[src/rtl/arithmetic_unit_if.sv]
// Operand/opcode/result bundle for arithmetic_unit; the opcode source
// drives through master, the datapath sits on slave.
interface arithmetic_unit_if #(
  parameter int WIDTH = 8
);
  logic [WIDTH-1:0] a;
  logic [WIDTH-1:0] b;
  logic [1:0]       opcode;
  logic             res_en;
  logic [1:0]       op_select;
  logic [WIDTH-1:0] result;
  logic [WIDTH-1:0] q;
  logic             carry;
  logic             zero;
  logic             dz;

  modport master (
    output a, b, opcode, res_en,
    input  op_select, result, q, carry, zero, dz
  );

  modport slave (
    input  a, b, opcode, res_en,
    output op_select, result, q, carry, zero, dz
  );
endinterface

[src/rtl/arithmetic_unit.sv]
// Single-cycle add/sub/div/mul datapath with gated, registered output.
// Flag logic (carry/zero/dz) is built only with ARITHMETIC_UNIT_FLAGS_EN.
module arithmetic_unit #(
  parameter int WIDTH = 8
) (
  input  logic             clk,
  input  logic             rst,
  arithmetic_unit_if.slave io
);

  typedef enum logic [1:0] {
    OP_ADD = 2'b00,
    OP_SUB = 2'b01,
    OP_DIV = 2'b10,
    OP_MUL = 2'b11
  } op_e;

  op_e              op;
  logic [WIDTH-1:0] add_r, sub_r, mul_r, quo, res_raw, q_d, q_q;
  logic             div_by_zero;

  assign op           = op_e'(io.opcode);
  assign io.op_select = io.opcode;
  assign div_by_zero  = (io.b == '0);

  // Restoring divider unrolled over WIDTH stages, MSB first; the remainder
  // of stage 0 is never needed, so only stages WIDTH-1..1 carry one out.
  logic [WIDTH-1:1][WIDTH-1:0] rem_stg;

  for (genvar i = 0; i < WIDTH; i++) begin : g_div
    logic [WIDTH:0] sh;
    logic           ge;
    if (i == WIDTH-1) begin : g_first
      assign sh = {{WIDTH{1'b0}}, io.a[i]};
    end else begin : g_next
      assign sh = {rem_stg[i+1], io.a[i]};
    end
    assign ge     = (sh >= {1'b0, io.b});
    assign quo[i] = ge;
    if (i > 0) begin : g_rem
      assign rem_stg[i] = ge ? WIDTH'(sh - {1'b0, io.b}) : sh[WIDTH-1:0];
    end
  end

`ifdef ARITHMETIC_UNIT_FLAGS_EN
  logic [WIDTH:0]     sum_w, dif_w;
  logic [2*WIDTH-1:0] prod_w;
  logic               cy_raw, dz_raw;
  logic               carry_d, zero_d, dz_d;
  logic               carry_q, zero_q, dz_q;

  assign sum_w  = {1'b0, io.a} + {1'b0, io.b};
  assign dif_w  = {1'b0, io.a} - {1'b0, io.b};
  assign prod_w = {{WIDTH{1'b0}}, io.a} * {{WIDTH{1'b0}}, io.b};
  assign add_r  = sum_w[WIDTH-1:0];
  assign sub_r  = dif_w[WIDTH-1:0];
  assign mul_r  = prod_w[WIDTH-1:0];

  // Top bit of the 9-bit difference is the borrow (a < b).
  always_comb begin
    cy_raw = 1'b0;
    dz_raw = 1'b0;
    unique case (op)
      OP_ADD: cy_raw = sum_w[WIDTH];
      OP_SUB: cy_raw = dif_w[WIDTH];
      OP_DIV: dz_raw = div_by_zero;
      OP_MUL: cy_raw = |prod_w[2*WIDTH-1:WIDTH];
    endcase
  end
`else
  assign add_r = io.a + io.b;
  assign sub_r = io.a - io.b;
  assign mul_r = io.a * io.b;
`endif

  always_comb begin
    res_raw = '0;
    unique case (op)
      OP_ADD: res_raw = add_r;
      OP_SUB: res_raw = sub_r;
      OP_DIV: res_raw = div_by_zero ? '1 : quo;
      OP_MUL: res_raw = mul_r;
    endcase
  end

  assign io.result = res_raw;

  always_comb begin
    q_d = io.res_en ? res_raw : '0;
  end

  always_ff @(posedge clk or negedge rst) begin
    if (!rst) q_q <= '0;
    else      q_q <= q_d;
  end

  assign io.q = q_q;

`ifdef ARITHMETIC_UNIT_FLAGS_EN
  // Gated result never reports carry/dz; zero follows the gated value.
  always_comb begin
    carry_d = io.res_en & cy_raw;
    dz_d    = io.res_en & dz_raw;
    zero_d  = (q_d == '0);
  end

  always_ff @(posedge clk or negedge rst) begin
    if (!rst) begin
      carry_q <= 1'b0;
      zero_q  <= 1'b0;
      dz_q    <= 1'b0;
    end else begin
      carry_q <= carry_d;
      zero_q  <= zero_d;
      dz_q    <= dz_d;
    end
  end

  assign io.carry = carry_q;
  assign io.zero  = zero_q;
  assign io.dz    = dz_q;
`else
  assign io.carry = 1'b0;
  assign io.zero  = 1'b0;
  assign io.dz    = 1'b0;
`endif

endmodule

[src/flat_wrapper.sv]
// flat-port wrapper written by rule: the top's interface ports become plain ports
module arithmetic_unit_flat 
#(
  parameter int WIDTH = 8
)
  (clk, rst, io_a, io_b, io_opcode, io_res_en, io_op_select, io_result, io_q, io_carry, io_zero, io_dz);
  arithmetic_unit_if #(.WIDTH(WIDTH)) io_i ();
  input  logic clk;
  input  logic rst;
  input wire logic [$bits(io_i.a)-1:0] io_a;
  input wire logic [$bits(io_i.b)-1:0] io_b;
  input wire logic [$bits(io_i.opcode)-1:0] io_opcode;
  input wire logic [$bits(io_i.res_en)-1:0] io_res_en;
  output wire logic [$bits(io_i.op_select)-1:0] io_op_select;
  output wire logic [$bits(io_i.result)-1:0] io_result;
  output wire logic [$bits(io_i.q)-1:0] io_q;
  output wire logic [$bits(io_i.carry)-1:0] io_carry;
  output wire logic [$bits(io_i.zero)-1:0] io_zero;
  output wire logic [$bits(io_i.dz)-1:0] io_dz;
  assign io_i.a = io_a;
  assign io_i.b = io_b;
  assign io_i.opcode = io_opcode;
  assign io_i.res_en = io_res_en;
  assign io_op_select = io_i.op_select;
  assign io_result = io_i.result;
  assign io_q = io_i.q;
  assign io_carry = io_i.carry;
  assign io_zero = io_i.zero;
  assign io_dz = io_i.dz;
  arithmetic_unit #(.WIDTH(WIDTH)) u_core (.clk(clk), .rst(rst), .io(io_i));
endmodule
[config.mk]
export PLATFORM = sky130hd
export DESIGN_NAME = arithmetic_unit_flat
export DESIGN_NICKNAME = d
export VERILOG_FILES = /design/src/rtl/arithmetic_unit_if.sv /design/src/rtl/arithmetic_unit.sv /design/src/flat_wrapper.sv
export SDC_FILE = /design/constraint.sdc
export NUM_CORES = 1
export LEC_CHECK = 0
export ABC_AREA = 1
export CAP_MARGIN = 30
export CORE_ASPECT_RATIO = 0.5
export CORE_MARGIN = 10
export CORE_UTILIZATION = 52
export DETAILED_ROUTE_END_ITERATION = 12
export GPL_ROUTABILITY_DRIVEN = 0
export HOLD_SLACK_MARGIN = 0.03
export PLACE_DENSITY = 0.77
export SLEW_MARGIN = 20
export SYNTH_ARGS = -nofsm -noshare
export SYNTH_HDL_FRONTEND = slang
export SYNTH_SLANG_ARGS = --single-unit
[constraint.sdc]
create_clock -name clk -period 18.6 [get_ports clk]
set_input_delay 3.72 -clock clk [delete_from_list [all_inputs] [get_ports clk]]
set_output_delay 3.72 -clock clk [all_outputs]
set_load 0.05 [all_outputs]
==> results of run 1 <==
## repair_timing
action | in CTS
gates cloned | 2
pin swaps | 68
setup buffers | 66
endpoints found under the setup margin | 1
resized for setup | 111
## per-stage QoR
stage	hold slack, ns	instances	setup slack, ns
after floorplan	3.42	731	0.000241
after global placement	4.01	1022	-0.484
after detailed placement	4.02	1022	-1.07
after CTS	3.78	1093	0.0205
## layer usage
layer  GRT usage  overflow
met2       0.732         2
met5       0.170         0
met3       0.568         0
met1       0.597         0
met4       0.569         1
## cells by family after synthesis
family | synth area share
buffers and inverters | 0.136
xor gates and xnor gates | 0.0959
adders and majority gates | 0.303
DFF | 0.0406
AOI/OAI and AO/OA | 0.149
other | 0.000761
and+or+nand+nor | 0.275
==> results.md, run 1 <==
* Async set-reset flop share out of synthesis at 1.00
* Sequential-to-total area share from yosys stat at 0.0406
* Leading area contributor after synthesis: ha_1
* Synthesis-stage register bit count at 8
* Die extent in x at 158 um
* GR Util All Layers at 0.611
* Critical endpoint after global-route timing repair: io_result[0]
* Largest net degree at the start of global routing at 17
* Synth top area share at 0.226
* Num CTS Buffers at 3
* Initial antenna violation count at 2
* Synth warnings at 0
* EDFF count, synth at 0
* Stopped at: global routing
* WEP type: primary output
* CTS max path bufs at 2
* Top-count cell post-synth: nand2_1
* Status: did not finish
* Site Rows at 24
* Post-Synthesis Cells at 729
* CTS Sinks at 8
* GRT overflow at 3
* Clock Tree Root: clkbuf_16
* CTS Hold Bufs at 0
* Port Buffers at 38
* Area contributors post-synth: ha_1, nand2_1, inv_1, fa_1, xor2_1
* Err: [ERROR GRT-0232] Routing congestion too high. Check the congestion heatmap in the GUI.
* Boundary pin count at 42
* Synth unique cells at 48
* DP HPWL at 12600 um
* Placed inst area at 0.00650 mm2
* Cell area after synthesis at 0.00493 mm2
* Top cells by count, synth: nand2_1, inv_1, ha_1
* H-Tree Depth at 1
* Ys flop type: dfrtp_1
* Initial Utilization at 0.549
* Die Y at 88.9 um
* Avg Cell Area, Syn at 6.76 um2
==> inputs of run 2 (changes only) <==
- CORE_ASPECT_RATIO: 0.5 -> default
- CORE_UTILIZATION: 52 -> 37
- HOLD_SLACK_MARGIN: 0.03 -> default
- PLACE_DENSITY: 0.77 -> default
- PLACE_DENSITY_LB_ADDON: default -> 0.15
- clock period: 18.6 -> 24.2 ns (I/O delays scaled with it)
==> run 2 against run 1 <==
The flow now finishes without violations; synthesized cell count unchanged; synthesized area unchanged.
==> results.md, run 2 <==
* Status: completed
* Num CTS Buffers at 3 (unchanged)
* CTS Sinks at 8 (unchanged)
* Top cells by count, synth: nand2_1, inv_1, ha_1
* Max VDD drop at 0.0521 mV
* CTS clk-pin slew, worst paths at 0.04 ns
* Share of layout cells above drive strength 1 at 0.104
* DP HPWL at 11400 um (-9.7%)
* Clock Tree Root: clkbuf_16
* Ys flop type: dfrtp_1
* Hold crit path type: input port to async pin
* Die area at 0.0183 mm2
* Max Cap Viol at 0
* Tcrit/Tclk final at 0.948
* Worst Path Required at 19.36 ns
* CTS max path bufs at 2 (unchanged)
* Leading area contributor after synthesis: ha_1
* Slew headroom at 0.575
* Initial antenna violation count at 0
* Avg Cell Area, Syn at 6.76 um2 (unchanged)
* Port Buffers at 38 (unchanged)
* Final Setup Violations at 0
* Post-synthesis adder-cell area fraction at 0.303 (unchanged)
* Largest net degree at the start of global routing at 18
* Slowest stage cell, crit path: or4_1
* First-pass GRT wire length at 22400 um
* Site Rows at 42 (+75%)
* Max FFs per register at 8
* Fill cells at 1410
* Final Slew Violations at 0
* Most common cell after layout, fill and taps aside: nand2_1
* Mux contribution to synthesized area at 0 (unchanged)
* H-Tree Depth at 1 (unchanged)
* Post-synthesis compound-gate area fraction at 0.149 (unchanged)
* Final TNS setup at 0 ns
* Post-Synthesis Cells at 729 (unchanged)
* Multi-input gate area at 0.00411 mm2
* Crit path DAT at 18.11 ns
* Synth warnings at 0 (unchanged)
* Cell area after synthesis at 0.00493 mm2 (unchanged)
* N_diodes at 0
* # DRC at 0
* Simple-gate share of the synthesized area at 0.275 (unchanged)
* Synth Area in XOR/XNOR at 0.0959 (unchanged)
* Number of hold violations in the final report at 0
* # nets final at 902
* Setup crit start kind: input port
* Synthesis-stage register bit count at 8 (unchanged)
* Synth top area share at 0.226 (unchanged)
* Total leakage power at 0.00315 uW
* Via density at 4.88
* Slew of the pin with the lowest slew margin at 0.637 ns
* Largest family of logic cells by synthesized area: adder cells
* WL per Instance at 14.5 um
* Boundary pin count at 42 (unchanged)
* GR Util All Layers at 0.147
* DR vias at 4617
* Async set-reset flop share out of synthesis at 1.00 (unchanged)
* Number of detailed-route iterations in the first pass at 4
* Crit-path max FO at 17
* Sequential-to-total area share from yosys stat at 0.0406 (unchanged)
* Worst Path Class, Setup: input port to primary output
* Slowest stage delay, CP at 0.54 ns
* Area Growth Syn to Fin at 14.2%
* EDFF count, synth at 0 (unchanged)
* Vias in the first global route at 4579
* GRT overflow at 0
* CTS tree: done
* Die extent in x at 135 um (-14%)
* Die Y at 135 um (+52%)
* Commonest non-fill, non-tap cells in the layout: nand2_1, inv_1, ha_1, a21oi_1, nor2_1
* CORE AREA at 0.0131 mm2
* P per Cell Area at 90.9 mW/mm2
* Cell mode on critical path: nand2_1
* FF+latch area at 200 um2
* RSZ-0062 raised after global routing: no
* Post-layout min period at 22.95 ns
* Drt total wl at 13700 um
* Synth unique cells at 48 (unchanged)
* Crit. End Element: primary output
* Achievable Freq at 0.0436 GHz
* Top-count cell post-synth: nand2_1
* Antenna-violating nets left at 0
* Starting DRT DRC Count at 166
* Power, Total at 512 uW
* Initial Utilization at 0.375 (-0.174)
* Area contributors post-synth: ha_1, nand2_1, inv_1, fa_1, xor2_1
## run 2: cell counts after synthesis
No cell type changed its count.
## run 2: area by class of cell
class / count / share of cell area
Multi-Input combinational cell: 564 / 0.730
Inverter: 149 / 0.103
Timing Repair Buffer: 47 / 0.0791
Tap cell: 176 / 0.0391
Sequential cell: 8 / 0.0355
Clock buffer: 3 / 0.0133
## run 2: per-layer routing
metal	up-vias	wire [um]	GRT usage
li1	2416	-	-
met4	0	186	0.0269
met5	-	0	0
met1	2121	6520	0.189
met2	68	6570	0.265
met3	12	442	0.00964
## run 2: critical path, delay by kind of cell
family                   cells  cell delay, ns
AND/OR/NAND/NOR             30            3.78
AO/OA/AOI/OAI               33            5.10
buffers and inverters       13            1.74
adder cells (fa/ha/maj)      9            2.59
## run 2: what timing repair did
| item | CTS | global route |
|---|---|---|
| buffers inserted | 0 | 7 |
| setup endpoints to repair | 0 | 1 |
| resized for setup | 0 | 18 |
| hold buffers | 0 | 0 |
## run 2: final timing paths
| kind | from | to | slack, ns | cells past startpoint |
|---|---|---|---|---|
| worst max-delay path | io_b[0] | io_result[0] | 1.25 | 85 |
| worst min-delay path | rst | u_core.io.q[4] | 4.88 | 1 |
| max in group asynchronous | rst | u_core.io.q[0] | 19.06 | 1 |
| min in group clk | io_res_en | u_core.io.q[7] | 5.23 | 2 |
## run 2: cells by family (layout without fill, tap and decap cells)
kind of cell / Yosys count / count (layout)
xor+xnor: 54 / 54
fa+ha+maj: 108 / 108
flops: 8 / 8
other cells: 1 / 3
buf+inv: 160 / 199
compound gates: 124 / 124
simple gates: 274 / 275
## run 2: where the power goes
group	internal, uW	switching, uW	total (uW)
clock	21.3	6.16	27.4
combinational	186	282	468
sequential	16.2	0.698	16.9
## run 2: through the flow
stage / setup WS [ns] / area [um2] / std cells / utilization / hold WS, ns
after global placement: 1.29 / 5450 / 936 / 0.415 / 5.13
after global routing: 0.0233 / 5630 / 947 / 0.429 / 4.91
after floorplan: 2.72 / 4940 / 731 / - / 4.54
after detailed placement: 0.769 / 5450 / 936 / 0.415 / 5.14
final: 1.25 / 5630 / 947 / 0.429 / 4.88
after CTS: 0.731 / 5530 / 939 / 0.421 / 4.90
Power figures use the tool's default switching activity.
==> patch: new RTL, config.mk and constraints of run 2 <==
`WIDTH` is set to 8 in 3 places; all go to 12.
--- a/src/rtl/arithmetic_unit_if.sv
+++ b/src/rtl/arithmetic_unit_if.sv
@@ -2,5 +2,5 @@
 // drives through master, the datapath sits on slave.
 interface arithmetic_unit_if #(
-  parameter int WIDTH = 8
+  parameter int WIDTH = 12
 );
   logic [WIDTH-1:0] a;
--- a/src/rtl/arithmetic_unit.sv
+++ b/src/rtl/arithmetic_unit.sv
@@ -2,5 +2,5 @@
 // Flag logic (carry/zero/dz) is built only with ARITHMETIC_UNIT_FLAGS_EN.
 module arithmetic_unit #(
-  parameter int WIDTH = 8
+  parameter int WIDTH = 12
 ) (
   input  logic             clk,
--- a/src/flat_wrapper.sv
+++ b/src/flat_wrapper.sv
@@ -2,5 +2,5 @@
 module arithmetic_unit_flat 
 #(
-  parameter int WIDTH = 8
+  parameter int WIDTH = 12
 )
   (clk, rst, io_a, io_b, io_opcode, io_res_en, io_op_select, io_result, io_q, io_carry, io_zero, io_dz);
Ports: changed (resized io_a, io_b, io_q and io_result); port bits go from 42 to 58. No check against the original RTL was run, so the function may have changed too.
==> patch against run 2 <==
The flow now finishes with violations (setup timing). First-iteration DRC count rose to 4.0 times the old value. Worst hold slack better by 66 ps. Worst setup slack worse by 8500 ps. Total power rose to 4.8 times the old value. Final cell count rose to 2.9 times the old value. Critical endpoint unchanged. Wire length rose to 3.2 times the old value. Synthesized area up 120%. Via count rose to 3.0 times the old value. Sequential cell count up 4. Cell area rose to 3.4 times the old value. Clock power up 20%. Sequential power up 57%.
==> patch: results (changes against run 2) <==
Status
Status: complete, but fails checks (was finished clean). The checks that failed: setup timing.

Setup path
The cell with the largest stage delay on the worst path was sky130_fd_sc_hd__ha_4 (was sky130_fd_sc_hd__or4_1). The worst-path maximum fanout is 7 (was 17). The data arrival time of the critical path is 26650 ps (was 18110 ps).

Detailed routing
The initial detailed-routing violation count is 662 (was 166). The total routed wire length on the met1 layer is 19300 um (was 6520 um). The met3 wirelength from detailed routing came to 1670 um (was 442 um). The detailed-route vias per instance was 4.96 (was 4.88).

The length of the first detailed-routing pass in iterations is 7 (was 4). The length of routed met2 wiring is 21900 um (was 6570 um). The top routing layer in use is met4 (unchanged).

The wire length reported by the detailed router is 44300 um (was 13700 um).

Synthesis
Most frequent cells after synthesis: sky130_fd_sc_hd__nand2_1 (410), sky130_fd_sc_hd__inv_1 (278), sky130_fd_sc_hd__ha_1 (185) (was sky130_fd_sc_hd__nand2_1 (143), sky130_fd_sc_hd__inv_1 (141), sky130_fd_sc_hd__ha_1 (89)). The area fraction in compound gates after synthesis was 0.154 (was 0.149). The fraction of synthesized cell area in xor and xnor cells is 0.104 (was 0.0959). The number of different library cells in the post-synthesis netlist was 54 (was 48). Area contributors post-synth: sky130_fd_sc_hd__ha_1 (21%), sky130_fd_sc_hd__nand2_1 (14%), sky130_fd_sc_hd__inv_1 (9.6%) (was sky130_fd_sc_hd__ha_1 (23%), sky130_fd_sc_hd__nand2_1 (11%), sky130_fd_sc_hd__inv_1 (11%)). The sequential share of the synthesized area is 0.0276 (was 0.0406). The arithmetic-cell share of the synthesized area counting full adders, half adders and majority gates is 0.305 (was 0.303).

Power and ir drop
The total internal power was 1.32 mW (was 0.223 mW). The leakage dissipation came to 10.3 nW (was 3.15 nW). The worst IR drop on VDD is 0.000159 V (was 0.0000521 V).

STA
The worst-margin pin slew is 943 ps (was 637 ps). The final-report setup violation count is 6 (was 0). The smallest setup slack after layout was -7290 ps (was 1250 ps).

Finish
The flip-flop count of the largest register, all copies and words added is 12 (was 8). The net count reported at finish came to 2665 (was 902). The share of final-layout standard cells stronger than drive strength 1 is 0.448 (was 0.104).

Placed design
The number of buffers added on ports was 54 (was 38). The worst slack after detailed placement is -7660 ps (was 769 ps). The HPWL after detailed placement is 31700 um (was 11400 um).

The placed instance area is 15800 um2 (was 5450 um2).

GRT
The largest net degree at the start of global routing is 25 (was 18). The number of global-route vias before repair came to 13640 (was 4579). The total global routing track utilization is 0.227 (was 0.147). The initial antenna violation count was 0 (unchanged). The global-route wire length before repair is 68600 um (was 22400 um).
[patch: changes by cell type after synthesis, sizes merged, moves of 53 or more]
cell and delta:
xor2 +53, o21ai +55, nand3 +71, ha +96, inv +140, a21oi +69
nand2 +275
[patch: power groups by stage]
stage / logic, mW / clock network [mW] / registers (mW)
3_5_place_dp: 1.93 / 0 / 0.0270
2_1_floorplan: 1.18 / 0 / 0.0458
6_report: 2.42 / 0.0330 / 0.0266
4_1_cts: 2.27 / 0.0332 / 0.0267
5_1_grt: 2.64 / 0.0347 / 0.0270
3_3_place_gp: 1.91 / 0 / 0.0268
[patch: how the worst min path moves through the flow]
| stage | end | from | slack [ps] | cells past startpoint |
|---|---|---|---|---|
| global route | u_core.io.q[7] | rst | 5010 | 1 |
| finish | u_core.io.q[5] | rst | 4950 | 1 |
| CTS | u_core.io.q[7] | rst | 4970 | 1 |
| global placement | u_core.io.q[11] | rst | 5210 | 1 |
| detailed placement | u_core.io.q[11] | rst | 5210 | 1 |
| floorplan | u_core.io.q[0] | rst | 4540 | 0 |
[patch: what timing repair did]
action                     CTS  global route
resized for setup          157           186
setup buffers              178            37
hold endpoints to repair     0             0
pin swaps                  114           181
setup endpoints to repair    6             8
gates cloned                 5             0
[patch: metal layers]
layer,vias up,global-route usage
li1,6879,-
met1,6535,0.285
met2,296,0.411
met3,93,0.0138
met4,0,0.0613
met5,-,0
[patch: cell type report]
cell class,instances,area [um2]
multi-input cells,1338,10900
fillers,2434,9940
repair buffers,752,5960
inverters,290,1170
well taps,384,480
flip-flops and latches,12,300
clock buffers,4,88.8
repair inverters,4,25.0
[patch: kinds of logic (layout without fill, tap and decap cells)]
logic type	count (synthesis)	count (layout)
and+or+nand+nor	680	681
buffers and inverters	320	1050
AOI/OAI and AO/OA	290	290
adders and majority gates	235	235
xor gates and xnor gates	129	129
DFF	12	12
other	1	3
[patch: through the flow]
step	setup TNS [ps]	cells
2_1_floorplan	-17400	1669
3_3_place_gp	-19910	2563
3_5_place_dp	-22700	2563
4_1_cts	-16500	2750
5_1_grt	-28910	2784
6_report	-20660	2784
[patch: worst max-delay path, delay by kind of cell]
family                     cells  cell delay (ps)
xor gates and xnor gates       3              570
buffers and inverters         55             6160
adders and majority gates      9             2340
and+or+nand+nor               56             5070
AOI/OAI and AO/OA             57             7540
